<file path="src/rtl/sccb_pkg.sv">
// Shared SCCB definitions: responder FSM states and bus constants.
// Also imported by the CoreSCCB initiator benches.
package sccb_pkg;

  localparam int unsigned SCCB_BITS_PER_PHASE = 9;
  localparam logic [6:0]  OV7670_ID           = 7'h21;

  typedef enum logic [3:0] {
    ST_IDLE,
    ST_ID_BYTE,
    ST_ID_ACK,
    ST_SUB_BYTE,
    ST_SUB_ACK,
    ST_WR_BYTE,
    ST_WR_ACK,
    ST_RD_BYTE,
    ST_IGNORE
  } sccb_state_e;

endpackage

</file>
<file path="src/rtl/sccb_line_sync.sv">
// Synchronises sioc/siod onto the system clock and decodes sioc edges and
// START/STOP conditions as registered single-cycle events.
module sccb_line_sync #(
  parameter int unsigned SYNC_STAGES = 2
) (
  input  logic i_clk,
  input  logic i_rst,
  input  logic i_scl,
  input  logic i_sda,
  output logic o_sda,
  output logic o_rise,
  output logic o_fall,
  output logic o_start,
  output logic o_stop
);

  logic [SYNC_STAGES-1:0] r_scl_sync;
  logic [SYNC_STAGES-1:0] r_sda_sync;
  logic                   r_scl_q;
  logic                   r_sda_q;
  logic                   w_scl;
  logic                   w_sda;

  assign w_scl = r_scl_sync[SYNC_STAGES-1];
  assign w_sda = r_sda_sync[SYNC_STAGES-1];

  // Idle bus is high on both lines, so resetting to '1 avoids a false edge.
  always_ff @(posedge i_clk or posedge i_rst) begin
    if (i_rst) begin
      r_scl_sync <= '1;
      r_sda_sync <= '1;
      r_scl_q    <= 1'b1;
      r_sda_q    <= 1'b1;
      o_sda      <= 1'b1;
      o_rise     <= 1'b0;
      o_fall     <= 1'b0;
      o_start    <= 1'b0;
      o_stop     <= 1'b0;
    end else begin
      r_scl_sync <= {r_scl_sync[SYNC_STAGES-2:0], i_scl};
      r_sda_sync <= {r_sda_sync[SYNC_STAGES-2:0], i_sda};
      r_scl_q    <= w_scl;
      r_sda_q    <= w_sda;
      o_sda      <= w_sda;
      o_rise     <= w_scl & ~r_scl_q;
      o_fall     <= ~w_scl & r_scl_q;
      o_start    <= w_scl & r_scl_q & r_sda_q & ~w_sda;
      o_stop     <= w_scl & r_scl_q & ~r_sda_q & w_sda;
    end
  end

endmodule

</file>
<file path="src/rtl/sccb_responder.sv">
// SCCB camera-side target: decodes 3-phase write, 2-phase write and 2-phase
// read cycles and presents them on a simple external register-file port.
module sccb_responder
  import sccb_pkg::*;
#(
  parameter logic [6:0]  DEVICE_ID   = OV7670_ID,
  parameter bit          DRIVE_ACK   = 1'b1,
  parameter int unsigned SYNC_STAGES = 2
) (
  input  logic       xclk,
  input  logic       reset,
  input  logic       sioc,
  input  logic       siod_in,
  output logic       siod_oe,
  output logic [7:0] reg_addr,
  output logic [7:0] reg_wdata,
  output logic       reg_we,
  input  logic [7:0] reg_rdata,
  output logic       busy,
  output logic       xfer_done,
  output logic       id_match
);

  logic w_sda;
  logic w_rise;
  logic w_fall;
  logic w_start;
  logic w_stop;

  sccb_line_sync #(
    .SYNC_STAGES(SYNC_STAGES)
  ) u_line_sync (
    .i_clk  (xclk),
    .i_rst  (reset),
    .i_scl  (sioc),
    .i_sda  (siod_in),
    .o_sda  (w_sda),
    .o_rise (w_rise),
    .o_fall (w_fall),
    .o_start(w_start),
    .o_stop (w_stop)
  );

  sccb_state_e r_state;
  logic [6:0]  r_shift;
  logic [3:0]  r_bitcnt;
  logic        r_rw;
  logic        r_ack_rose;
  logic        r_oe;
  logic        r_busy;
  logic        r_done;
  logic        r_match;
  logic        r_we;
  logic [7:0]  r_addr;
  logic [7:0]  r_wdata;
  logic [7:0]  w_byte;
  logic        w_last;

  assign w_byte = {r_shift, w_sda};
  assign w_last = (r_bitcnt == 4'd7);

  assign siod_oe   = r_oe;
  assign reg_addr  = r_addr;
  assign reg_wdata = r_wdata;
  assign reg_we    = r_we;
  assign busy      = r_busy;
  assign xfer_done = r_done;
  assign id_match  = r_match;

  always_ff @(posedge xclk or posedge reset) begin
    if (reset) begin
      r_state    <= ST_IDLE;
      r_shift    <= '0;
      r_bitcnt   <= '0;
      r_rw       <= 1'b0;
      r_ack_rose <= 1'b0;
      r_oe       <= 1'b0;
      r_busy     <= 1'b0;
      r_done     <= 1'b0;
      r_match    <= 1'b0;
      r_we       <= 1'b0;
      r_addr     <= '0;
      r_wdata    <= '0;
    end else begin
      r_we   <= 1'b0;
      r_done <= 1'b0;
      if (w_rise) begin
        unique case (r_state)
          ST_ID_BYTE, ST_SUB_BYTE, ST_WR_BYTE: begin
            r_shift  <= w_byte[6:0];
            r_bitcnt <= r_bitcnt + 4'd1;
            if (w_last) begin
              r_bitcnt   <= '0;
              r_ack_rose <= 1'b0;
              if (r_state == ST_ID_BYTE) begin
                if (w_byte[7:1] == DEVICE_ID) begin
                  r_match <= 1'b1;
                  r_rw    <= w_byte[0];
                  r_state <= ST_ID_ACK;
                end else begin
                  r_match <= 1'b0;
                  r_state <= ST_IGNORE;
                end
              end else if (r_state == ST_SUB_BYTE) begin
                r_addr  <= w_byte;
                r_state <= ST_SUB_ACK;
              end else begin
                r_wdata <= w_byte;
                r_we    <= 1'b1;
                r_state <= ST_WR_ACK;
              end
            end
          end
          ST_ID_ACK, ST_SUB_ACK, ST_WR_ACK: r_ack_rose <= 1'b1;
          ST_RD_BYTE: begin
            // Rise number 9 is the initiator's NA bit: sampled and ignored.
            if (r_bitcnt == 4'(SCCB_BITS_PER_PHASE - 1)) r_state <= ST_IGNORE;
            else r_bitcnt <= r_bitcnt + 4'd1;
          end
          default: ;
        endcase
      end else if (w_fall) begin
        unique case (r_state)
          ST_ID_ACK, ST_SUB_ACK, ST_WR_ACK: begin
            if (!r_ack_rose) begin
              r_oe <= DRIVE_ACK;
            end else begin
              r_oe <= 1'b0;
              if (r_state == ST_ID_ACK) begin
                if (r_rw) begin
                  r_shift  <= reg_rdata[6:0];
                  r_oe     <= ~reg_rdata[7];
                  r_bitcnt <= '0;
                  r_state  <= ST_RD_BYTE;
                end else begin
                  r_state <= ST_SUB_BYTE;
                end
              end else if (r_state == ST_SUB_ACK) begin
                r_state <= ST_WR_BYTE;
              end else begin
                r_state <= ST_IGNORE;
              end
            end
          end
          ST_RD_BYTE: begin
            if (r_bitcnt < 4'd8) begin
              r_oe    <= ~r_shift[6];
              r_shift <= {r_shift[5:0], 1'b0};
            end else begin
              r_oe <= 1'b0;
            end
          end
          default: ;
        endcase
      end else if (w_start) begin
        r_state  <= ST_ID_BYTE;
        r_bitcnt <= '0;
        r_oe     <= 1'b0;
        r_busy   <= 1'b1;
        r_match  <= 1'b0;
      end else if (w_stop) begin
        r_state <= ST_IDLE;
        r_oe    <= 1'b0;
        r_busy  <= 1'b0;
        r_done  <= r_busy & r_match;
      end
    end
  end

endmodule

</file>
<file path="config.mk">
export PLATFORM = sky130hd
export DESIGN_NAME = sccb_responder
export DESIGN_NICKNAME = d
export VERILOG_FILES = /design/src/rtl/sccb_pkg.sv /design/src/rtl/sccb_line_sync.sv /design/src/rtl/sccb_responder.sv
export SDC_FILE = /design/constraint.sdc
export NUM_CORES = 1
export LEC_CHECK = 0
export BUFFER_PORTS_ARGS = -buffer_cell sky130_fd_sc_hd__buf_2
export CORE_MARGIN = 2
export CORE_UTILIZATION = 45
export DETAILED_ROUTE_END_ITERATION = 16
export GPL_TIMING_DRIVEN = 0
export HOLD_SLACK_MARGIN = 0.02
export PLACE_DENSITY = 0.71
export SYNTH_ARGS = -nofsm -noshare
export SYNTH_HDL_FRONTEND = slang
export SYNTH_SLANG_ARGS = --single-unit
export TNS_END_PERCENT = 5
</file>
<file path="constraint.sdc">
create_clock -name xclk -period 2.9 [get_ports xclk]
set_input_delay 0.29 -clock xclk [delete_from_list [all_inputs] [get_ports xclk]]
set_output_delay 0.29 -clock xclk [all_outputs]
set_load 0.01 [all_outputs]
</file>
==> results.py <==
metrics = {
    "grt": {
        "antenna_found_initial": 0,
        "grt.total_usage_pct": 16.6,
        "gr-total-overflow": 0,
        "grt_pass1_wl_mm": 7.81,
        "grt_max_degree": 45,
        "grt_pass1_vias": 1583,
    },
    "yosys": {
        "yosysWarnings": 0,
        "syn_area_um2": 2330,
        "synth.avg_cell_area_um2": 12.0,
        "ys_async_sr_fraction_pct": 100,
        "synth-seq-area-share_pct": 51.9,
        "synth-seq-cells": 48,
        "ys_types": 48,
        "syn-instance-count": 194,
        "synthFlopType": "dfrtp_1",
        "synth_nets": 208,
        "synth_enable_flop_cells": 0,
    },
    "clock_network": {
        "insertion_delay_ps": 300,
        "clockRootBuffer": "clkbuf_8",
        "htree_levels": 2,
        "cts.sinks": 48,
        "cts_setup_buffers": 0,
        "cts_buffer_depth": 2,
        "path_clk_slew_ps": 80,
        "tritoncts": "yes",
        "ctsResizeCount": 0,
        "hold_buffers": 0,
        "cts_made_buffers": 5,
    },
    "detailed_routing": {
        "routed-via-count": 1646,
        "wl_per_cell_um": 15.2,
        "first_pass_iters": 4,
        "wl_met3_um": 294,
        "drt-met1-wl_mm": 2.14,
        "drt_iter0_drc": 63,
        "routed_wl_mm": 4.64,
        "ant_nets": 0,
        "top_layer": "met4",
        "drcViolationCount": 0,
        "met2WireLength_mm": 2.17,
        "vias_per_cell": 5.40,
    },
    "final_layout": {
        "syn_to_final_growth_pct": 15.1,
        "final_cell_mix": "42 x dfrtp_1, 34 x buf_2, 33 x mux2_2",
        "fin_area_um2": 2680,
        "insertedDiodeCount": 0,
        "fin_cells": 305,
        "layout-drive-gt1-share_pct": 42.6,
        "final_util_pct": 53.2,
        "final_common_cell": "dfrtp_1",
        "seq_area_um2": 1210,
        "n_fill_cell": 422,
        "multi_input_area_um2": 1020,
        "fin_nets": 248,
    },
    "critical_path": {
        "crit_chain": "ha_1 -> and3b_1 -> and3_1 -> buf_2 -> mux2_2",
        "regToRegSetupSlack_ps": 1010,
        "cp.arrival_ps": 2070,
        "r2r-start": "r_bitcnt[0]",
        "crit_type": "reg2reg",
        "worst-path-max-fanout": 9,
        "crit_path_end_kind": "flop",
        "max_stage_delay_ps": 410,
        "crit_family": "simple AND/OR/NAND/NOR gates",
        "r2r_end": "reg_wdata[0]",
        "required_ps": 3090,
        "crit_buf_inv": 1,
        "crit_slowest_cell": "dfrtp_1",
        "r2r_cells": 5,
        "start_kind": "flop",
    },
    "die": {
        "io_pins": 33,
        "die_h_um": 76.0,
        "die_x_um": 76.0,
        "start_util_pct": 46.2,
        "core_area_um2": 5040,
        "rows": 26,
        "dieArea_um2": 5770,
    },
    "placement": {
        "place_ws_ps": 1030,
        "io_buffers": 32,
        "dp.cells": 297,
        "gp_congestion": 0.920,
        "placed_area_um2": 2600,
        "hpwlAfterDp_mm": 3.37,
    },
    "pwr": {
        "power.leakage_nw": 1.29,
        "peakVddDrop_mv": 0.334,
        "power.density_nw_per_um2": 611,
        "report.power.total_mw": 1.64,
    },
    "sta": {
        "drv_slew": 0,
        "tightest_slew_ps": 451,
        "finalSetupTns_ps": 0,
        "fmax_ghz": 0.530,
        "period_share_pct": 65.0,
        "slew_headroom_pct": 69.9,
        "rsz0062_at_grt": "no",
        "period_minus_slack_ps": 1890,
        "hold_viol": 0,
        "clock_skew_ps": 7.83,
        "whs_ps": 52.0,
        "setup_viol": 0,
        "layout_setup_ws_ps": 1010,
    },
    "worst_hold_path": {
        "hold_class": "in2async",
    },
    "job": {
        "max_cap_violations": 0,
    },
    "run_status": {
        "status": "complete, no violations",
    },
}
power by group:
part	total [mW]	switching [mW]	internal, mW
registers	0.864	0.103	0.761
logic	0.394	0.201	0.193
clock network	0.383	0.214	0.169
layout make-up:
class / count / share of cell area, %
clock buffers: 6 / 2.70
flip-flops and latches: 48 / 45.0
inverters: 6 / 0.839
multi-input cells: 132 / 37.9
plain buffers: 8 / 3.08
repair buffers: 33 / 6.71
well taps: 70 / 3.26
clock inverters: 2 / 0.466
worst reg2reg max path: stages (launching register included):
cell and delay, ps:
dfrtp_1 410, ha_1 250, and3b_1 310, and3_1 180, buf_2 250, mux2_2 370
metal layers:
layer	global-route usage, %	up-vias
met5	0	-
met4	3.82	0
met3	3.67	4
met2	26.2	54
met1	23.8	804
li1	-	784
flip-flops by register name, summed over array words and instances (netlist names):
register and cells:
reg_wdata 8, r_state 4, r_bitcnt 4, r_rw 1, u_line_sync.r_sda_sync 2, reg_we 1
id_match 1, siod_oe 1, r_shift 7, u_line_sync.o_sda 1, u_line_sync.o_start 1, busy 1
u_line_sync.r_scl_sync 2, r_ack_rose 1, u_line_sync.o_rise 1, xfer_done 1, u_line_sync.r_scl_q 1, u_line_sync.o_fall 1
reg_addr 8, u_line_sync.o_stop 1
cell families (layout without fill, tap and decap cells):
kind of cell | count (synthesis) | count (layout) | synth area share (%)
simple gates | 61 | 61 | 15.3
flops | 48 | 48 | 51.9
mux | 35 | 35 | 16.9
compound gates | 34 | 34 | 10.4
fa+ha+maj | 2 | 2 | 1.07
buf+inv | 14 | 55 | 4.51
synth_stat cells, types with 4 or more instances:
cell type / n / area [µm²]
dfrtp_1: 42 / 1050
mux2_2: 33 / 372
nand2_1: 14 / 52.6
nor2_1: 10 / 37.5
a21oi_1: 8 / 40.0
o21ai_0: 7 / 35.0
dfstp_2: 6 / 158
inv_1: 6 / 22.5
nor2b_1: 5 / 31.3
a31oi_1: 4 / 25.0
buf_6: 4 / 45.0
nand2b_1: 4 / 25.0
worst max-delay path by stage:
| stage | from | end | slack [ps] | depth (start not counted) |
|---|---|---|---|---|
| after detailed placement | r_bitcnt[0] | reg_wdata[0] | 1030 | 5 |
| after CTS | r_bitcnt[0] | reg_wdata[0] | 1010 | 5 |
| after global routing | r_bitcnt[0] | reg_wdata[7] | 880 | 5 |
| after global placement | reset | reg_we | 900 | 2 |
| after floorplan | r_state[0] | r_state[0] | 1210 | 5 |
| final | r_bitcnt[0] | reg_wdata[0] | 1010 | 5 |
No activity file was read; power rests on OpenSTA's default activity.
